<file path="src/rtl/rgb_led_sequencer.sv">
// Fixed-priority RGB status-LED sequencer with per-requester colour, blink mode and PWM.
// Optional breathe level ramp for mode 3 is enabled with RGB_LED_SEQUENCER_BREATHE_EN.
module rgb_led_sequencer #(
   parameter int NREQ      = 4,
   parameter int PWM_BITS  = 8,
   parameter int BLINK_DIV = 24,
   parameter logic [3*PWM_BITS-1:0] IDLE_RGB = 24'hFF0000
) (
   input  logic                       clk,
   input  logic                       rst_n,
   input  logic [NREQ-1:0]            req,
   input  logic [NREQ*3*PWM_BITS-1:0] color,
   input  logic [NREQ*2-1:0]          mode,
   output logic [NREQ-1:0]            grant,
   output logic                       frame_tick,
   output logic                       led_r,
   output logic                       led_g,
   output logic                       led_b
);

   localparam int                CW      = 3*PWM_BITS;
   localparam logic [PWM_BITS-1:0] PWM_MAX = '1;

   logic [PWM_BITS-1:0]  pwm_cnt;
   logic [BLINK_DIV-1:0] blink_cnt;
   logic [PWM_BITS-1:0]  eff_r, eff_g, eff_b;

   logic                 boundary;
   logic [NREQ-1:0]      grant_nxt;
   logic [CW-1:0]        src_color;
   logic [1:0]           src_mode;
   logic [BLINK_DIV-1:0] blink_nxt;
   logic                 show;
   logic [PWM_BITS-1:0]  eff_r_nxt, eff_g_nxt, eff_b_nxt;

   assign boundary  = (pwm_cnt == PWM_MAX);
   assign blink_nxt = blink_cnt + 1'b1;

   // Scan from the lowest priority upward so the lowest active index wins.
   always_comb begin
      grant_nxt = '0;
      src_color = IDLE_RGB;
      src_mode  = 2'd0;
      for (int i = NREQ-1; i >= 0; i--) begin
         if (req[i]) begin
            grant_nxt = '0;
            grant_nxt[i] = 1'b1;
            src_color = color[i*CW +: CW];
            src_mode  = mode[i*2 +: 2];
         end
      end
   end

   always_comb begin
      case (src_mode)
         2'd1:    show = blink_nxt[BLINK_DIV-1];
         2'd2:    show = blink_nxt[BLINK_DIV-3];
         default: show = 1'b1;
      endcase
   end

`ifdef RGB_LED_SEQUENCER_BREATHE_EN
   logic [PWM_BITS-1:0] level;
   logic                dir_down;
   logic [PWM_BITS-1:0] level_nxt;
   logic                dir_down_nxt;

   function automatic logic [PWM_BITS-1:0] scale(input logic [PWM_BITS-1:0] c,
                                                 input logic [PWM_BITS-1:0] l);
      logic [2*PWM_BITS-1:0] p;
      p = {{PWM_BITS{1'b0}}, c} * {{PWM_BITS{1'b0}}, l};
      return p[2*PWM_BITS-1:PWM_BITS];
   endfunction

   always_comb begin
      level_nxt    = dir_down ? level - 1'b1 : level + 1'b1;
      dir_down_nxt = dir_down;
      if (!dir_down && level_nxt == PWM_MAX)
         dir_down_nxt = 1'b1;
      else if (dir_down && level_nxt == '0)
         dir_down_nxt = 1'b0;
   end

   always_comb begin
      eff_r_nxt = src_color[CW-1 -: PWM_BITS];
      eff_g_nxt = src_color[2*PWM_BITS-1 -: PWM_BITS];
      eff_b_nxt = src_color[PWM_BITS-1:0];
      if (src_mode == 2'd3) begin
         eff_r_nxt = scale(src_color[CW-1 -: PWM_BITS], level_nxt);
         eff_g_nxt = scale(src_color[2*PWM_BITS-1 -: PWM_BITS], level_nxt);
         eff_b_nxt = scale(src_color[PWM_BITS-1:0], level_nxt);
      end
      if (!show) begin
         eff_r_nxt = '0;
         eff_g_nxt = '0;
         eff_b_nxt = '0;
      end
   end

   always_ff @(posedge clk or negedge rst_n) begin
      if (!rst_n) begin
         level    <= '0;
         dir_down <= 1'b0;
      end else if (boundary) begin
         level    <= level_nxt;
         dir_down <= dir_down_nxt;
      end
   end
`else
   always_comb begin
      eff_r_nxt = show ? src_color[CW-1 -: PWM_BITS]         : '0;
      eff_g_nxt = show ? src_color[2*PWM_BITS-1 -: PWM_BITS] : '0;
      eff_b_nxt = show ? src_color[PWM_BITS-1:0]             : '0;
   end
`endif

   // Duty compare uses the pre-update eff_* on the boundary cycle, so a
   // duty of max never lights the LED on the last cycle of a frame.
   always_ff @(posedge clk or negedge rst_n) begin
      if (!rst_n) begin
         pwm_cnt    <= '0;
         blink_cnt  <= '0;
         eff_r      <= '0;
         eff_g      <= '0;
         eff_b      <= '0;
         grant      <= '0;
         frame_tick <= 1'b0;
         led_r      <= 1'b0;
         led_g      <= 1'b0;
         led_b      <= 1'b0;
      end else begin
         pwm_cnt    <= pwm_cnt + 1'b1;
         frame_tick <= boundary;
         led_r      <= (pwm_cnt < eff_r);
         led_g      <= (pwm_cnt < eff_g);
         led_b      <= (pwm_cnt < eff_b);
         if (boundary) begin
            grant     <= grant_nxt;
            eff_r     <= eff_r_nxt;
            eff_g     <= eff_g_nxt;
            eff_b     <= eff_b_nxt;
            blink_cnt <= blink_nxt;
         end
      end
   end

endmodule

</file>
<file path="config.mk">
export PLATFORM = sky130hd
export DESIGN_NAME = rgb_led_sequencer
export DESIGN_NICKNAME = d
export VERILOG_FILES = /design/src/rtl/rgb_led_sequencer.sv
export SDC_FILE = /design/constraint.sdc
export NUM_CORES = 1
export LEC_CHECK = 0
export CAP_MARGIN = 40
export CORE_UTILIZATION = 43
export DETAILED_ROUTE_END_ITERATION = 8
export GPL_TIMING_DRIVEN = 0
export PLACE_DENSITY = 0.84
export SYNTH_ARGS = -nofsm -noshare
export SYNTH_HDL_FRONTEND = slang
export SYNTH_SLANG_ARGS = --single-unit
</file>
<file path="constraint.sdc">
create_clock -name clk -period 2.1 [get_ports clk]
set_clock_uncertainty 0.05 [all_clocks]
set_input_delay 0.63 -clock clk [delete_from_list [all_inputs] [get_ports clk]]
set_output_delay 0.63 -clock clk [all_outputs]
set_load 0.02 [all_outputs]
</file>
==> qor.yml <==
timing:
  layout_setup_ws_ns: -0.367
  setup_viol: 24
  finalCriticalPeriod_ns: 2.47
  tightestPinTransition_ns: 0.694
  timing.final.hold_violations: 0
  fin_crit_sh: 1.17
  holdWs_ns: 0.233
  slew_headroom: 0.537
  slew_viol_final: 0
  clock.fmax_ghz: 0.405
  rsz0062_at_grt: "true"
  tns_ns: -7.44
drt:
  dr.pass1.iters: 4
  wl_met1_um: 4870
  drt.antenna.violating_nets: 0
  routed.top_layer: "met4"
  met2_wirelength_um: 6310
  drt_iter0_markers: 99
  route.vias.total: 3772
  vias_per_cell: 5.67
  drc: 0
  wire_per_inst_um: 18.0
  dr_wl_met3_um: 457
  routed_wirelength_um: 11900
cts:
  clk_latency_ns: 0.35
  cts_buffers: 9
  clk_path_buf_depth: 2
  clkTransAtPathRegs_ns: 0.07
  cts_tree: "built"
  cts_hold_buffers: 0
  root_buffer: "clkbuf_8"
  htreeDepth: 3
  clkSinkCount: 64
worst_setup_path:
  worst-r2r-cell-count: 7
  start_kind: "input port"
  worstReg2RegStart: "pwm_cnt[7]"
  r2r_setup_slack_ns: -0.14
  r2r-end: "eff_g[2]"
  critPathArrivalTime_ns: 2.70
  cp_max_fo: 5
  endpoint_kind: "flip-flop"
  crit_type: "in2reg"
  crit_required_ns: 2.33
  startpoint: "req[3]"
  endpoint: "eff_r[3]"
status:
  status: "finished, violations left"
  violations: "setup timing"
floorplanning:
  die_area_mm2: 0.00947
  die_h_um: 97.3
  num_rows: 34
  io_pins: 118
  start_util: 0.446
  coreArea_mm2: 0.00876
  die_w_um: 97.3
global_route:
  grt_pass1_vias: 4068
  grt_pass1_wl_um: 19700
  gr-total-overflow: 0
  antenna_found_initial: 0
  grt_max_degree: 40
  grt.total_usage: 0.261
synthesis:
  syn-num-nets: 544
  synth_edf_count: 0
  synthSimpleGateAreaFrac: 0.148
  ys_seq_area_frac: 0.410
  syn_area_per_cell_um2: 9.55
  syn_area_mm2: 0.00391
  synthMuxAreaShare: 0
  synth_xor_area_frac: 0.0650
  ys_warn_count: 0
  ys_types: 47
  synth_compound_gate_area_share: 0.236
  synth_top_family_by_area: "compound AO/OA/AOI/OAI gates"
  ys_ff_latch: 64
  synthCells: 409
  synth_adder_area_share: 0.0801
  synth_area_leaders: "dfrtp_1 41%, ha_1 8.0%, a21oi_1 5.8%"
  yosysTopAreaCell: "dfrtp_1"
  synth_top_area_share: 0.410
  ys.flop_type: "dfrtp_1"
  synthArstFlopShare: 1.00
layout:
  fillers: 636
  final_core_util: 0.671
  mostFrequentLayoutCell: "clkdlybuf4s50_1"
  layout_common_cells: "110 x clkdlybuf4s50_1, 59 x dfrtp_1, 34 x a21oi_1"
  seqCellArea_mm2: 0.00161
  drive_gt1_frac: 0.194
  num_antenna_cells: 0
  syn2layout_area_growth_pct: 50.5
  fin_nets: 687
  multi_input_comb_area_mm2: 0.00224
  final_cell_area_mm2: 0.00588
  stdcell_count: 665
placement:
  dp_hpwl_um: 8810
  gp_congestion: 0.862
  place_inst: 635
  io_buffers: 117
  place_area_mm2: 0.00529
min_path:
  worstHoldPathType: "in2async"
power_and_ir_drop:
  power_leakage_nw: 2.59
  power_density_mw_per_mm2: 551
  irDropWorstVdd_v: 0.000375
flow_run:
  max_cap_viol_count: 0
## per-layer routing
metal | global-route usage | vias up
li1 | - | 1792
met1 | 0.307 | 1849
met2 | 0.472 | 104
met3 | 0.0554 | 27
met4 | 0.0837 | 0
met5 | 0 | -
## worst max-delay path, stage by stage
cell and delay, ns:
buf_6 0.09, nor2b_4 0.11, clkbuf_8 0.13, clkbuf_16 0.15, a221oi_4 0.23, nor3_2 0.07
a21oi_2 0.14, ha_2 0.19, and4b_1 0.20, and3_4 0.20, nor4_4 0.04, buf_6 0.14
buf_6 0.11, buf_8 0.12, a21oi_4 0.13
## what timing repair did
action,CTS,global route
cloned,1,0
endpoints found under the setup margin,46,34
pin swaps,7,6
buffers inserted,13,1
resized for setup,64,16
## registers in the layout (all words and copies together) (netlist names)
register	cells
led_g	1
pwm_cnt	8
eff_g	8
grant	4
frame_tick	1
eff_r	8
eff_b	8
blink_cnt	24
led_b	1
led_r	1
## cell usage after synthesis (8+ instances only)
cell type,count
a21oi_1,45
and3_1,10
dfrtp_1,64
a22oi_1,8
xnor2_1,18
o22ai_1,18
a221oi_1,16
xor2_1,11
nor3_1,20
inv_1,30
clkbuf_1,19
nand2_1,29
o21ai_0,10
a21oi_2,10
ha_1,25
## cells by family after synthesis
logic type | after synthesis
xor gates and xnor gates | 29
buffers and inverters | 57
adders and majority gates | 25
and+or+nand+nor | 97
AOI/OAI and AO/OA | 137
DFF | 64
## final cells by class
class                           count  area share
Clock inverter                      7      0.0162
Tap cell                          108      0.0230
Inverter                           33      0.0223
Clock buffer                        9      0.0211
Timing Repair Buffer              133       0.227
Buffer                             23      0.0368
Sequential cell                    64       0.273
Multi-Input combinational cell    288       0.380
## worst min path at each step
stage             startpoint             to  slack, ns  cells past startpoint
3_3_place_gp   blink_cnt[20]  blink_cnt[20]       0.40                      1
6_report               rst_n       eff_g[2]       0.23                      1
2_1_floorplan          rst_n   blink_cnt[0]       0.28                      0
5_1_grt                rst_n       eff_g[2]       0.27                      1
3_5_place_dp   blink_cnt[20]  blink_cnt[20]       0.40                      1
4_1_cts                rst_n     pwm_cnt[4]       0.25                      1
## power by group
part / internal, mW / switching [mW]
clock: 0.670 / 0.508
sequential: 1.32 / 0.0432
combinational: 0.399 / 0.306
total: 2.38 / 0.857
## stage by stage
stage               setup WS (ns)  total power [mW]
CTS                        -0.410              3.23
finish                     -0.367              3.24
floorplan                  -0.591              1.67
global placement            -1.74              2.00
global route               -0.466              3.38
detailed placement          -1.83              2.03
Power figures use the tool's default switching activity.
